**src/rtl/rv32_pkg.sv**
```systemverilog
// rv32_pkg: shared types and constants for the instruction fetch slice.
//   fq_entry_t    - fetch-queue entry {instr, pc, err}
//   NOP           - canonical RV32 NOP encoding (addi x0, x0, 0)
//   fetch_state_e - fetch controller state (running / stalled on access fault)
package rv32_pkg;

  typedef struct packed {
    logic [31:0] instr;
    logic [31:0] pc;
    logic        err;
  } fq_entry_t;

  localparam logic [31:0] NOP = 32'h0000_0013;

  typedef enum logic [0:0] {
    FS_RUN,
    FS_FAULT
  } fetch_state_e;

endpackage

```
**src/rtl/fetch_unit_if.sv**
```systemverilog
// fetch_unit_if: bundles the redirect, I-cache request/response and decode
// handshake signals of fetch_unit.
//   master - fetch_unit side (drives ic_req_* and instr_* outputs)
//   slave  - environment side (redirect source, I-cache, decode stage)
interface fetch_unit_if;
  logic        redir_i;
  logic [31:0] redir_pc_i;
  logic        ic_req_valid_o;
  logic        ic_req_ready_i;
  logic [31:0] ic_req_addr_o;
  logic        ic_rsp_valid_i;
  logic [31:0] ic_rsp_data_i;
  logic        ic_rsp_err_i;
  logic        instr_valid_o;
  logic        instr_ready_i;
  logic [31:0] instr_o;
  logic [31:0] instr_pc_o;
  logic        instr_err_o;

  modport master (
    input  redir_i, redir_pc_i, ic_req_ready_i,
    input  ic_rsp_valid_i, ic_rsp_data_i, ic_rsp_err_i, instr_ready_i,
    output ic_req_valid_o, ic_req_addr_o,
    output instr_valid_o, instr_o, instr_pc_o, instr_err_o
  );

  modport slave (
    output redir_i, redir_pc_i, ic_req_ready_i,
    output ic_rsp_valid_i, ic_rsp_data_i, ic_rsp_err_i, instr_ready_i,
    input  ic_req_valid_o, ic_req_addr_o,
    input  instr_valid_o, instr_o, instr_pc_o, instr_err_o
  );
endinterface

```
**src/rtl/fetch_fifo.sv**
```systemverilog
// fetch_fifo: synchronous FIFO used for the fetch queue and the PC tag queue.
//   clk, rst       - clock, synchronous active-high reset
//   flush          - drop all entries (takes priority over push/pop)
//   push, wdata    - write port; a push while full is accepted only with a pop
//   pop, rdata     - read port; rdata is the registered head entry
//   full, empty    - status flags
//   count          - number of valid entries
// DEPTH must be a power of two (pointers wrap naturally).
module fetch_fifo #(
  parameter int unsigned WIDTH = 8,
  parameter int unsigned DEPTH = 4
) (
  input  logic                       clk,
  input  logic                       rst,
  input  logic                       flush,
  input  logic                       push,
  input  logic [WIDTH-1:0]           wdata,
  input  logic                       pop,
  output logic [WIDTH-1:0]           rdata,
  output logic                       full,
  output logic                       empty,
  output logic [$clog2(DEPTH+1)-1:0] count
);
  localparam int unsigned AW = $clog2(DEPTH);
  localparam int unsigned CW = $clog2(DEPTH + 1);

  logic [WIDTH-1:0] mem [DEPTH];
  logic [AW-1:0]    wr_ptr, rd_ptr;
  logic [CW-1:0]    cnt;
  logic             do_push, do_pop;

  assign full    = (cnt == CW'(DEPTH));
  assign empty   = (cnt == '0);
  assign count   = cnt;
  assign rdata   = mem[rd_ptr];
  assign do_pop  = pop && !empty && !flush;
  assign do_push = push && (!full || do_pop) && !flush;

  always_ff @(posedge clk) begin
    if (rst || flush) begin
      wr_ptr <= '0;
      rd_ptr <= '0;
      cnt    <= '0;
    end else begin
      if (do_push) wr_ptr <= wr_ptr + AW'(1);
      if (do_pop)  rd_ptr <= rd_ptr + AW'(1);
      cnt <= cnt + CW'(do_push) - CW'(do_pop);
    end
  end

  always_ff @(posedge clk) begin
    if (do_push && !rst) mem[wr_ptr] <= wdata;
  end

endmodule

```
**src/rtl/fetch_unit.sv**
```systemverilog
// fetch_unit: in-order instruction fetch front end.
// Issues word-aligned I-cache requests from a registered PC, tags in-order
// responses with their PC, and buffers {instr, pc, err} in a fetch queue
// presented to decode. Requests are credit-limited so every response always
// has a queue slot. A redirect flushes the queue, reloads the PC and discards
// the responses still in flight. An access fault stalls fetch until redirect.
// Ports:
//   clk_i, rst_i - clock, synchronous active-high reset
//   bus          - fetch_unit_if.master (redirect, ic_req_*, ic_rsp_*, instr_*)
//   stat_fetched_o, stat_flush_o - decode-pop / redirect counters, present only
//                  when FETCH_STATS_EN is defined
// Parameters: RESET_PC, FQ_DEPTH (power of two, >= 2), MAX_OUTST (1..FQ_DEPTH).
module fetch_unit
  import rv32_pkg::*;
#(
  parameter logic [31:0] RESET_PC  = 32'h0000_0000,
  parameter int unsigned FQ_DEPTH  = 4,
  parameter int unsigned MAX_OUTST = 2
) (
  input  logic         clk_i,
  input  logic         rst_i,
  fetch_unit_if.master bus
`ifdef FETCH_STATS_EN
  ,
  output logic [31:0]  stat_fetched_o,
  output logic [31:0]  stat_flush_o
`endif
);
  localparam int unsigned CW = $clog2(FQ_DEPTH + 1);
  typedef logic [CW-1:0] cnt_t;

  fetch_state_e state_q, state_d;
  logic [31:0]  pc_q, pc_d;
  cnt_t         outst_q, outst_d;
  cnt_t         drop_q, drop_d;

  fq_entry_t    fq_wdata, fq_head;
  logic         fq_push, fq_pop, fq_full, fq_empty;
  cnt_t         fq_count;
  logic [31:0]  tag_head;
  logic         tag_full, tag_empty;
  cnt_t         tag_count;

  logic         req_fire, rsp_seen, rsp_drop, rsp_accept;
  logic         unused_sink;

  assign unused_sink = ^{tag_count, fq_full};

  // Credit check counts both in-flight requests and queued entries so that a
  // response can always be pushed without back-pressure.
  assign bus.ic_req_valid_o = !rst_i && !bus.redir_i && (state_q == FS_RUN) &&
                              !tag_full && (outst_q < cnt_t'(MAX_OUTST)) &&
                              ((outst_q + fq_count) < cnt_t'(FQ_DEPTH));
  assign bus.ic_req_addr_o  = pc_q;
  assign req_fire           = bus.ic_req_valid_o && bus.ic_req_ready_i;

  // Responses with nothing in flight (e.g. stale ones after reset) are ignored.
  assign rsp_seen   = bus.ic_rsp_valid_i && (outst_q != '0);
  assign rsp_drop   = rsp_seen && (drop_q != '0);
  assign rsp_accept = rsp_seen && (drop_q == '0) && !bus.redir_i && !tag_empty;

  always_comb begin
    state_d = state_q;
    pc_d    = pc_q;
    drop_d  = drop_q;
    outst_d = outst_q + cnt_t'(req_fire) - cnt_t'(rsp_seen);
    if (bus.redir_i) begin
      // Everything still in flight after this cycle belongs to the old path.
      state_d = FS_RUN;
      pc_d    = {bus.redir_pc_i[31:2], 2'b00};
      drop_d  = outst_q - cnt_t'(rsp_seen);
    end else begin
      if (req_fire)   pc_d   = pc_q + 32'd4;
      if (rsp_drop)   drop_d = drop_q - cnt_t'(1);
      if (rsp_accept && bus.ic_rsp_err_i) state_d = FS_FAULT;
    end
  end

  always_ff @(posedge clk_i) begin
    if (rst_i) begin
      state_q <= FS_RUN;
      pc_q    <= RESET_PC;
      outst_q <= '0;
      drop_q  <= '0;
    end else begin
      state_q <= state_d;
      pc_q    <= pc_d;
      outst_q <= outst_d;
      drop_q  <= drop_d;
    end
  end

  // PC tags of issued requests; flushed on redirect because discarded
  // responses never consult a tag.
  fetch_fifo #(
    .WIDTH (32),
    .DEPTH (FQ_DEPTH)
  ) u_tag_fifo (
    .clk   (clk_i),
    .rst   (rst_i),
    .flush (bus.redir_i),
    .push  (req_fire),
    .wdata (pc_q),
    .pop   (rsp_accept),
    .rdata (tag_head),
    .full  (tag_full),
    .empty (tag_empty),
    .count (tag_count)
  );

  assign fq_push  = rsp_accept;
  assign fq_wdata = '{instr: bus.ic_rsp_data_i, pc: tag_head, err: bus.ic_rsp_err_i};
  assign fq_pop   = bus.instr_valid_o && bus.instr_ready_i && !bus.redir_i;

  fetch_fifo #(
    .WIDTH ($bits(fq_entry_t)),
    .DEPTH (FQ_DEPTH)
  ) u_fetch_queue (
    .clk   (clk_i),
    .rst   (rst_i),
    .flush (bus.redir_i),
    .push  (fq_push),
    .wdata (fq_wdata),
    .pop   (fq_pop),
    .rdata (fq_head),
    .full  (fq_full),
    .empty (fq_empty),
    .count (fq_count)
  );

  // Queue storage is not reset, so outputs are zeroed while the queue is empty.
  assign bus.instr_valid_o = !fq_empty;
  assign bus.instr_o       = fq_empty ? '0 : fq_head.instr;
  assign bus.instr_pc_o    = fq_empty ? '0 : fq_head.pc;
  assign bus.instr_err_o   = !fq_empty && fq_head.err;

`ifdef FETCH_STATS_EN
  always_ff @(posedge clk_i) begin
    if (rst_i) begin
      stat_fetched_o <= '0;
      stat_flush_o   <= '0;
    end else begin
      if (fq_pop)      stat_fetched_o <= stat_fetched_o + 32'd1;
      if (bus.redir_i) stat_flush_o   <= stat_flush_o + 32'd1;
    end
  end
`endif

endmodule

```
**src/flat_wrapper.sv**
```systemverilog
// flat-port wrapper written by rule: the top's interface ports become plain ports
module fetch_unit_flat import rv32_pkg::*;
#(
  parameter logic [31:0] RESET_PC  = 32'h0000_0000,
  parameter int unsigned FQ_DEPTH  = 4,
  parameter int unsigned MAX_OUTST = 2
)
  (clk_i, rst_i, bus_redir_i, bus_redir_pc_i, bus_ic_req_ready_i, bus_ic_rsp_valid_i, bus_ic_rsp_data_i, bus_ic_rsp_err_i, bus_instr_ready_i, bus_ic_req_valid_o, bus_ic_req_addr_o, bus_instr_valid_o, bus_instr_o, bus_instr_pc_o, bus_instr_err_o);
  fetch_unit_if bus_i ();
  input  logic clk_i;
  input  logic rst_i;
  input wire logic [$bits(bus_i.redir_i)-1:0] bus_redir_i;
  input wire logic [$bits(bus_i.redir_pc_i)-1:0] bus_redir_pc_i;
  input wire logic [$bits(bus_i.ic_req_ready_i)-1:0] bus_ic_req_ready_i;
  input wire logic [$bits(bus_i.ic_rsp_valid_i)-1:0] bus_ic_rsp_valid_i;
  input wire logic [$bits(bus_i.ic_rsp_data_i)-1:0] bus_ic_rsp_data_i;
  input wire logic [$bits(bus_i.ic_rsp_err_i)-1:0] bus_ic_rsp_err_i;
  input wire logic [$bits(bus_i.instr_ready_i)-1:0] bus_instr_ready_i;
  output wire logic [$bits(bus_i.ic_req_valid_o)-1:0] bus_ic_req_valid_o;
  output wire logic [$bits(bus_i.ic_req_addr_o)-1:0] bus_ic_req_addr_o;
  output wire logic [$bits(bus_i.instr_valid_o)-1:0] bus_instr_valid_o;
  output wire logic [$bits(bus_i.instr_o)-1:0] bus_instr_o;
  output wire logic [$bits(bus_i.instr_pc_o)-1:0] bus_instr_pc_o;
  output wire logic [$bits(bus_i.instr_err_o)-1:0] bus_instr_err_o;
  assign bus_i.redir_i = bus_redir_i;
  assign bus_i.redir_pc_i = bus_redir_pc_i;
  assign bus_i.ic_req_ready_i = bus_ic_req_ready_i;
  assign bus_i.ic_rsp_valid_i = bus_ic_rsp_valid_i;
  assign bus_i.ic_rsp_data_i = bus_ic_rsp_data_i;
  assign bus_i.ic_rsp_err_i = bus_ic_rsp_err_i;
  assign bus_i.instr_ready_i = bus_instr_ready_i;
  assign bus_ic_req_valid_o = bus_i.ic_req_valid_o;
  assign bus_ic_req_addr_o = bus_i.ic_req_addr_o;
  assign bus_instr_valid_o = bus_i.instr_valid_o;
  assign bus_instr_o = bus_i.instr_o;
  assign bus_instr_pc_o = bus_i.instr_pc_o;
  assign bus_instr_err_o = bus_i.instr_err_o;
  fetch_unit #(.RESET_PC(RESET_PC), .FQ_DEPTH(FQ_DEPTH), .MAX_OUTST(MAX_OUTST)) u_core (.clk_i(clk_i), .rst_i(rst_i), .bus(bus_i));
endmodule
```
**config.mk**
```make
export PLATFORM = sky130hd
export DESIGN_NAME = fetch_unit_flat
export DESIGN_NICKNAME = d
export VERILOG_FILES = /design/src/rtl/rv32_pkg.sv /design/src/rtl/fetch_unit_if.sv /design/src/rtl/fetch_fifo.sv /design/src/rtl/fetch_unit.sv /design/src/flat_wrapper.sv
export SDC_FILE = /design/constraint.sdc
export NUM_CORES = 1
export LEC_CHECK = 0
export ABC_AREA = 1
export CORE_MARGIN = 1
export CORE_UTILIZATION = 35
export CTS_CLUSTER_DIAMETER = 40
export DETAILED_ROUTE_END_ITERATION = 8
export PLACE_DENSITY = 0.54
export SLEW_MARGIN = 5
export SYNTH_ARGS = -nofsm -noshare
export SYNTH_HDL_FRONTEND = slang
export SYNTH_SLANG_ARGS = --single-unit
export TNS_END_PERCENT = 100
```
**constraint.sdc**
```tcl
create_clock -name clk_i -period 6.2 [get_ports clk_i]
set_clock_uncertainty 0.1 [all_clocks]
set_input_delay 1.86 -clock clk_i [delete_from_list [all_inputs] [get_ports clk_i]]
set_output_delay 1.86 -clock clk_i [all_outputs]
set_load 0.02 [all_outputs]
```
; ---- After elaboration in Yosys (flattened, before gate mapping)
; Memories as Yosys holds them, arrays and structs flattened. A register that Yosys moved wholly into a read port is not among the register bits.
; Cells that the tools add are included.
[totals]
regBits = 53
mem_count = 2
ramBits = 388
[op_classes]
n_reduce_logical = 42
bitwise_logic = 1
n_mux = 14
n_lt_le_gt_ge = 2
add_sub_neg = 14
eq_ne = 2
[memory_table]
columns = memory, depth, word_bits, read_ports, rd_clocked_by_memory_dff, write_ports, line
row1 = u_core.u_fetch_queue.mem, 4, 65, 1, 1, 1, fetch_fifo.sv:27  ; logic [WIDTH-1:0] mem [DEPTH];
row2 = u_core.u_tag_fifo.mem, 4, 32, 1, 1, 1, fetch_fifo.sv:27
[op_table]
columns = operator, count
row1 = $mux W32, 4
row2 = $add A32 B3 Y32 const B, 1
row3 = $logic_and A1 B1 Y1, 25
row4 = $sub A3 B1 Y3, 4
row5 = $add A3 B1 Y3, 3
row6 = $logic_not A3 Y1, 3
row7 = $add A2 B1 Y2 const B, 4
row8 = $mux W2, 4
row9 = $eq A3 B3 Y1 const B, 2
row10 = $logic_not A1 Y1, 6
row11 = $mux W3, 2
row12 = $reduce_bool A3 Y1, 2
row13 = $mux W1, 4
row14 = $reduce_bool A2 Y1, 2
row15 = $add A3 B3 Y3, 1
row16 = $logic_or A1 B1 Y1, 3
row17 = $lt A3 B2 Y1 const B, 1
row18 = $lt A3 B3 Y1 const B, 1
row19 = $sub A3 B1 Y3 const B, 1
row20 = $reduce_or A2 Y1, 1
row21 = $not A1 Y1, 1

; ---- Longest topological paths before layout
[logic_depth]
depth_word = 13
mapped_depth = 15
mapped_depth_nobuf = 14

; ---- Cells and area by module
; A second synthesis with hierarchy kept.
[hier_totals]
cells_unflattened = 1729
area_unflattened_um2 = 19242.2
[modules_own_cells]
columns = module, n_inst, cells_per_inst, area_per_inst_um2
row1 = fetch_fifo (u_core.u_fetch_queue), 1, 705, 10486.3
row2 = fetch_fifo (u_core.u_tag_fifo), 1, 385, 5295.1
row3 = fetch_unit, 1, 639, 3460.8

; ---- Worst setup path after synthesis
; OpenSTA, ideal clock, no wires.
[synth_timing]
path_type = input-to-reg
from = input bus_redir_i
to = memory u_core.u_fetch_queue.mem[0][0] (netlist bit), enable pin
path_stages = 6
path_slack_ns = 0.450
t_arrival_ns = 5.165
cell_sequence = buf_6 nor3_1 nand2_1 inv_1 nand3_1 nor2_1
[synth_via]
elab_chain_cells = 10
[synth_rtl]
columns = element, line
row1 = "start, declared", flat_wrapper.sv:12  ; input wire logic [$bits(bus_i.redir_i)-1:0] bus_redir_i;
row2 = $logic_not A1 Y1 (*), n/a
row3 = $logic_and A1 B1 Y1, fetch_unit.sv:113  ; assign fq_pop = bus.instr_valid_o && bus.instr_ready_i && !bus.redir_i;
row4 = $logic_and A1 B1 Y1 (2 in series), fetch_fifo.sv:36  ; assign do_pop = pop && !empty && !flush;
row5 = $logic_or A1 B1 Y1, fetch_fifo.sv:37  ; assign do_push = push && (!full || do_pop) && !flush;
row6 = $logic_and A1 B1 Y1, fetch_fifo.sv:37
row7 = $logic_and A1 B1 Y1 (*), fetch_fifo.sv:37
row8 = $logic_and A1 B1 Y1 (*), fetch_fifo.sv:52  ; if (do_push && !rst) mem[wr_ptr] <= wdata;
row9 = $mux W1 (*), fetch_fifo.sv:52
row10 = $mux W1 (not written as such) (*), fetch_fifo.sv:52
row11 = "end, declared", fetch_fifo.sv:27
; Mark *: on every way between the ends. The rest lies on a longest branch, timed or not.

==> summary.txt <==
Status
  • Outcome: completed

Critical path
  • CP Launch Type: flip-flop
  • CP arrival: 3850 ps
  • Critical Path End Type: primary output
  • Path type of the worst setup path: flip-flop to primary output
  • Required time worst endpoint: 4240 ps
  • Worst Path Max Fanout: 76
  • CP cell instances: clkinv_2 -> buf_4 -> o21ai_0 -> a21oi_1 -> clkdlybuf4s50_1
  • R2r setup slk: 3410 ps
  • Max stage delay on crit path: 980 ps
  • Slowest-stage cell, CP: clkinv_2

Detailed routing
  • DR vias: 12451
  • Vias/cell: 4.867
  • Routed Antenna Nets: 0
  • DRT Wirelength: 43780 um
  • Drc violations: 0
  • Pre-antenna DRT Iters: 5
  • DR WL/cell: 17.11 um
  • Drt initial violations: 772

Power and ir drop
  • Total power: 7350 uW
  • VDD IR max: 163.1 uV
  • Leakage power: 0.007907 uW
  • PwrDens: 325.3 nW/um2

Synth
  • Synth Register Bits: 427
  • Mapped Area: 17890 um2
  • Mean Syn Cell Area: 10.78 um2
  • Warnings, synthesis: 0
  • Synthesized instance count: 1659
  • Register area share after synthesis: 68.59%
  • Top FF cell, synth: edfxtp_1
  • Distinct cells, synth: 34
  • Post-synth EDFFs: 372
  • Post-synth ARST share: 0%

Global route
  • Grt peak-use layer: met2
  • M2 GR Usage: 26.29%
  • GRT overflow: 0
  • Routing usage on met3: 3.537%
  • Met1 usage: 23.41%
  • First-pass GRT wire length: 68680 um
  • Initial antenna violation count: 0
  • GRT Overall Usage: 16.87%
  • Vias in the first global route: 12187
  • Pin count of the biggest net entering global routing: 77

Run
  • Max Cap Viol: 0

Timing
  • Min Tclk post-route: 5815 ps
  • Final setup vio count: 0
  • Slew headroom: 30.59%
  • Fin Hold WS: 349.4 ps
  • Fmax: 172.0 MHz
  • RSZ-0062 raised after global routing: no
  • Setup_tns: 0 ps
  • Fin. max-slew vios: 0
  • Final hold violation count: 0
  • Final Cycle Share: 93.79%
  • Worst-margin pin slew: 1041 ps

Layout
  • Nets: 1927
  • Layout cell share with drive strength beyond 1: 8.806%
  • Area grow syn2layout: 26.30%
  • Commonest non-fill, non-tap cell in the layout: nor2_1
  • Util after Layout: 44.95%
  • Commonest cells after routing, fill and taps aside: 380 x nor2_1, 372 x edfxtp_1, 206 x o21ai_0

Clock tree
  • Clock buffer depth: 3
  • Worst skew pair latency: 580 ps
  • H-tree Lvls: 3
  • Clk slew on worst S/H paths: 60 ps
  • Post-CTS Setup Repair Bufs: 0
  • Cts hold-fix bufs: 0
  • CTS tree: done
  • CTS Buf Count: 68
  • Post_cts resized: 0
  • Clk root buf: clkbuf_16
  • CTS Sinks: 427

Die
  • Ports: 170
  • Starting Density: 35.59%
  • Row cnt: 82
  • Core area: 50270 um2
  • Die Ht: 228.1 um
  • Die Area: 52030 um2
  • Die width: 228.1 um

Placement
  • Detailed placement HPWL: 25170 um
  • GP Congestion: 0.8209
  • I/O Buffers: 163

Worst hold path
  • HP Class: flip-flop to flip-flop
[state kept, by name, summed over array words and instances (netlist names), named ones only]
name	cells
u_core.bus.ic_req_addr_o	30
u_core.drop_q	3
u_core.outst_q	3
u_core.state_q	1
u_core.u_fetch_queue.count	3
u_core.u_fetch_queue.mem	252
u_core.u_fetch_queue.rd_ptr	2
u_core.u_fetch_queue.wr_ptr	2
u_core.u_tag_fifo.count	3
u_core.u_tag_fifo.mem	120
u_core.u_tag_fifo.rd_ptr	2
u_core.u_tag_fifo.wr_ptr	2
[report_power, final]
part | leakage, uW | total (uW) | switching [uW] | internal (uW)
clock | 0.00112 | 3790 | 1370 | 2420
sequential | 0.00382 | 3230 | 55.4 | 3170
combinational | 0.00297 | 334 | 192 | 142
total | 0.00791 | 7350 | 1620 | 5730
[worst max-delay path, delay by kind of cell (launching register included)]
family                 cells  cell delay [ps]
DFF                        1              720
buffers and inverters      3             2150
AOI/OAI and AO/OA          2              320
[kinds of logic (layout without fill, tap and decap cells)]
| group | count (synthesis) | count (layout) | synth area share (%) |
|---|---|---|---|
| buf+inv | 185 | 408 | 4.287 |
| compound gates | 330 | 330 | 9.560 |
| xor+xnor | 12 | 12 | 0.5874 |
| fa+ha+maj | 24 | 24 | 1.804 |
| simple gates | 680 | 680 | 15.15 |
| other cells | 1 | 5 | 0.02096 |
| flops | 427 | 427 | 68.59 |
[cell usage after synthesis, types with 9 or more instances]
cell type  number  area [um2]
clkbuf_1       52       195.2
ha_1           21       262.8
dfxtp_1        55        1101
buf_2           9       45.04
buf_1          16       60.06
inv_1          92       345.3
o22ai_1        30       187.7
nor2_1        388        1456
a21oi_1        87       435.4
edfxtp_1      372       11170
nand3_1        73       365.4
nand2_1       201       754.5
o21ai_0       206        1031
[through the flow]
| step | area, um2 | setup slack [ps] | std cells |
|---|---|---|---|
| after floorplan | 17900 | 450.1 | 1662 |
| after global placement | 20280 | 636.2 | 2434 |
| after detailed placement | 20280 | 639.4 | 2434 |
| after CTS | 22590 | 543.4 | 2557 |
| after global routing | 22590 | 24.42 | 2557 |
| final | 22600 | 385.1 | 2558 |
[layout make-up]
cell class                 count  area (um2)
clock buffer                  76        1805
tap                          672       840.8
inverter                      97       366.6
clock inverter                47       506.7
multi-input combinational   1050        4903
fill                        4629       27680
timing repair buffer         188        1894
sequential                   427       12280
antenna                        1       2.502
[worst paths after layout]
check | cells after the start | end | from
setup / recovery | 5 | bus_instr_o[19] | flip-flop
hold / removal | 2 | flip-flop | u_core.u_tag_fifo.rd_ptr[1]$_SDFFE_PP0P_
setup reg to reg | 12 | u_core.u_fetch_queue.count[2]$_SDFF_PP0_ | u_core.outst_q[1]$_SDFF_PP0_
hold reg to reg | 2 | flip-flop | u_core.u_tag_fifo.rd_ptr[1]$_SDFFE_PP0P_
[per-layer routing]
| layer | routed length (um) | up-vias | part of all wire, % |
|---|---|---|---|
| li1 | - | 6077 | - |
| met1 | 20720 | 5974 | 47 |
| met2 | 19920 | 337 | 45 |
| met3 | 2290 | 63 | 5.2 |
| met4 | 855 | 0 | 2.0 |
| met5 | 0 | - | 0 |
(Power assumes the default switching activity.)
==> edit (same settings) <==
`FQ_DEPTH` is set to 4 in 2 places; all go to 8.
--- a/src/rtl/fetch_unit.sv
+++ b/src/rtl/fetch_unit.sv
@@ -16,3 +16,3 @@
   parameter logic [31:0] RESET_PC  = 32'h0000_0000,
-  parameter int unsigned FQ_DEPTH  = 4,
+  parameter int unsigned FQ_DEPTH  = 8,
   parameter int unsigned MAX_OUTST = 2
--- a/src/flat_wrapper.sv
+++ b/src/flat_wrapper.sv
@@ -4,3 +4,3 @@
   parameter logic [31:0] RESET_PC  = 32'h0000_0000,
-  parameter int unsigned FQ_DEPTH  = 4,
+  parameter int unsigned FQ_DEPTH  = 8,
   parameter int unsigned MAX_OUTST = 2
Check against the original RTL: same outputs for any inputs over 4 cycles, from zero or initial values and one cycle with rst_i high; that may be too few to reach the edited logic, so the function may still have changed.
==> edit against the original RTL <==
Wire length increased by 91%. Die area up 84%. Sequential cell count is 382 higher. Combinational power up 23%. Worst setup slack better by 0.28 ns. Worst hold slack better by 0.030 ns. Non-clock buffer count up 25. Design area increased by 77%. Power rose by 74%. Synthesized cell count is 68% higher. Fmax grew 5.1%. Area after synthesis up 85%. Clock power up 67%. Critical path type unchanged. Largest power group unchanged.
==> edit: results (changes against the original RTL) <==
metric	value	unit	change
xor/xnor cell area share of the yosys netlist	0.345	%	was 0.587%
Largest stage delay, worst path	0.74	ns	was 0.98 ns
global-route wire length before repair	128000	um	was 68700 um
DR iter-0 viols	1843		was 772
Synth cell types	40		was 34
Slew HR	25.0	%	was 30.6%
critical path endpoint	bus_instr_pc_o[21]		was bus_instr_o[19]
placed cell count	4089		was 2434
CP arrival	3.57	ns	was 3.85 ns
dpl hpwl	45600	um	was 25200 um
reg2reg setup slack	2.62	ns	was 3.41 ns
DRT Pass-1 Iters	4		was 5
r2r worst-path depth	6		was 12
GR Util met3	3.15	%	was 3.54%
num sequential	809		was 427
Vias/cell	5.14		was 4.87
crit-path max FO	252		was 76
peak supply drop	256	uV	was 163 uV
Worst-Skew Late Latency	0.67	ns	was 0.58 ns
hold_sp	u_core.u_fetch_queue.rd_ptr[2]$_SDFFE_PP0N_		was u_core.u_tag_fifo.rd_ptr[1]$_SDFFE_PP0P_
metal3 WL	4890	um	was 2290 um
FF-to-FF End	u_core.u_fetch_queue.mem[2][12]$_DFFE_PP_		was u_core.u_fetch_queue.count[2]$_SDFF_PP0_
max reg flops	504		was 252
# clk buffers	129		was 76
Top Metal Used	met5		was met4
top cells by area, synth	edfxtp_1, nor2_1, o21ai_0		was edfxtp_1, nor2_1, dfxtp_1
nets@finish	3053		was 1927
Avg Cell Area, Syn	11.8	um2	was 10.8 um2
ClkCell Share	9.49	%	was 10.2%
WL met1	37200	um	was 20700 um
M1 GR Usage	23.1	%	was 23.4%
Seq/Total Area, Yosys	71.6	%	was 68.6%
initial antenna violation count	3		was 0
share of cells above drive strength 1	9.06	%	was 8.81%
overall routing resource usage	17.4	%	was 16.9%
multi-input gates	1733		was 1050
fillers	8626		was 4629
signal buffers share of area	5.58	%	was 8.38%
status	finished clean		unchanged
Compound-Gate Fraction of Synth Area	10.3	%	was 9.56%
vias in the first global route	22092		was 12.2k
synthesized-area fraction occupied by adder cells	1.24	%	was 1.80%
Finished Layout Cells	4303		was 2558
Non-CTS inverters	80		was 97
number of non-clock buffers	213		was 188
WL final	83600	um	was 43800 um
-- edit: changes by cell type after synthesis, sizes merged, moves of 11 or more --
cell / before / now
a21oi: 87 / 38
a31oi: 1 / 32
buf: 36 / 63
clkbuf: 52 / 109
edfxtp: 372 / 744
inv: 96 / 76
nand2: 204 / 220
nand3b: 1 / 12
nor2: 393 / 807
o21ai: 206 / 331
o32ai: 0 / 126
-- edit: metrics by stage --
stage	hold slack (ns)	setup WS, ns	util (%)	cell area [um2]	power (mW)
after global placement	0.351	0.779	38.7	36200	6.57
final	0.379	0.670	42.8	40000	12.8
after detailed placement	0.361	0.773	38.7	36200	6.58
after CTS	0.373	0.656	42.8	40000	12.9
after floorplan	0.333	0.271	-	33000	6.39
after global routing	0.395	0.517	42.8	40000	13.2
-- edit: power breakdown --
part	internal (mW)	switching, mW
Sequential	5.99	0.0739
Combinational	0.161	0.249
Clock	3.84	2.48
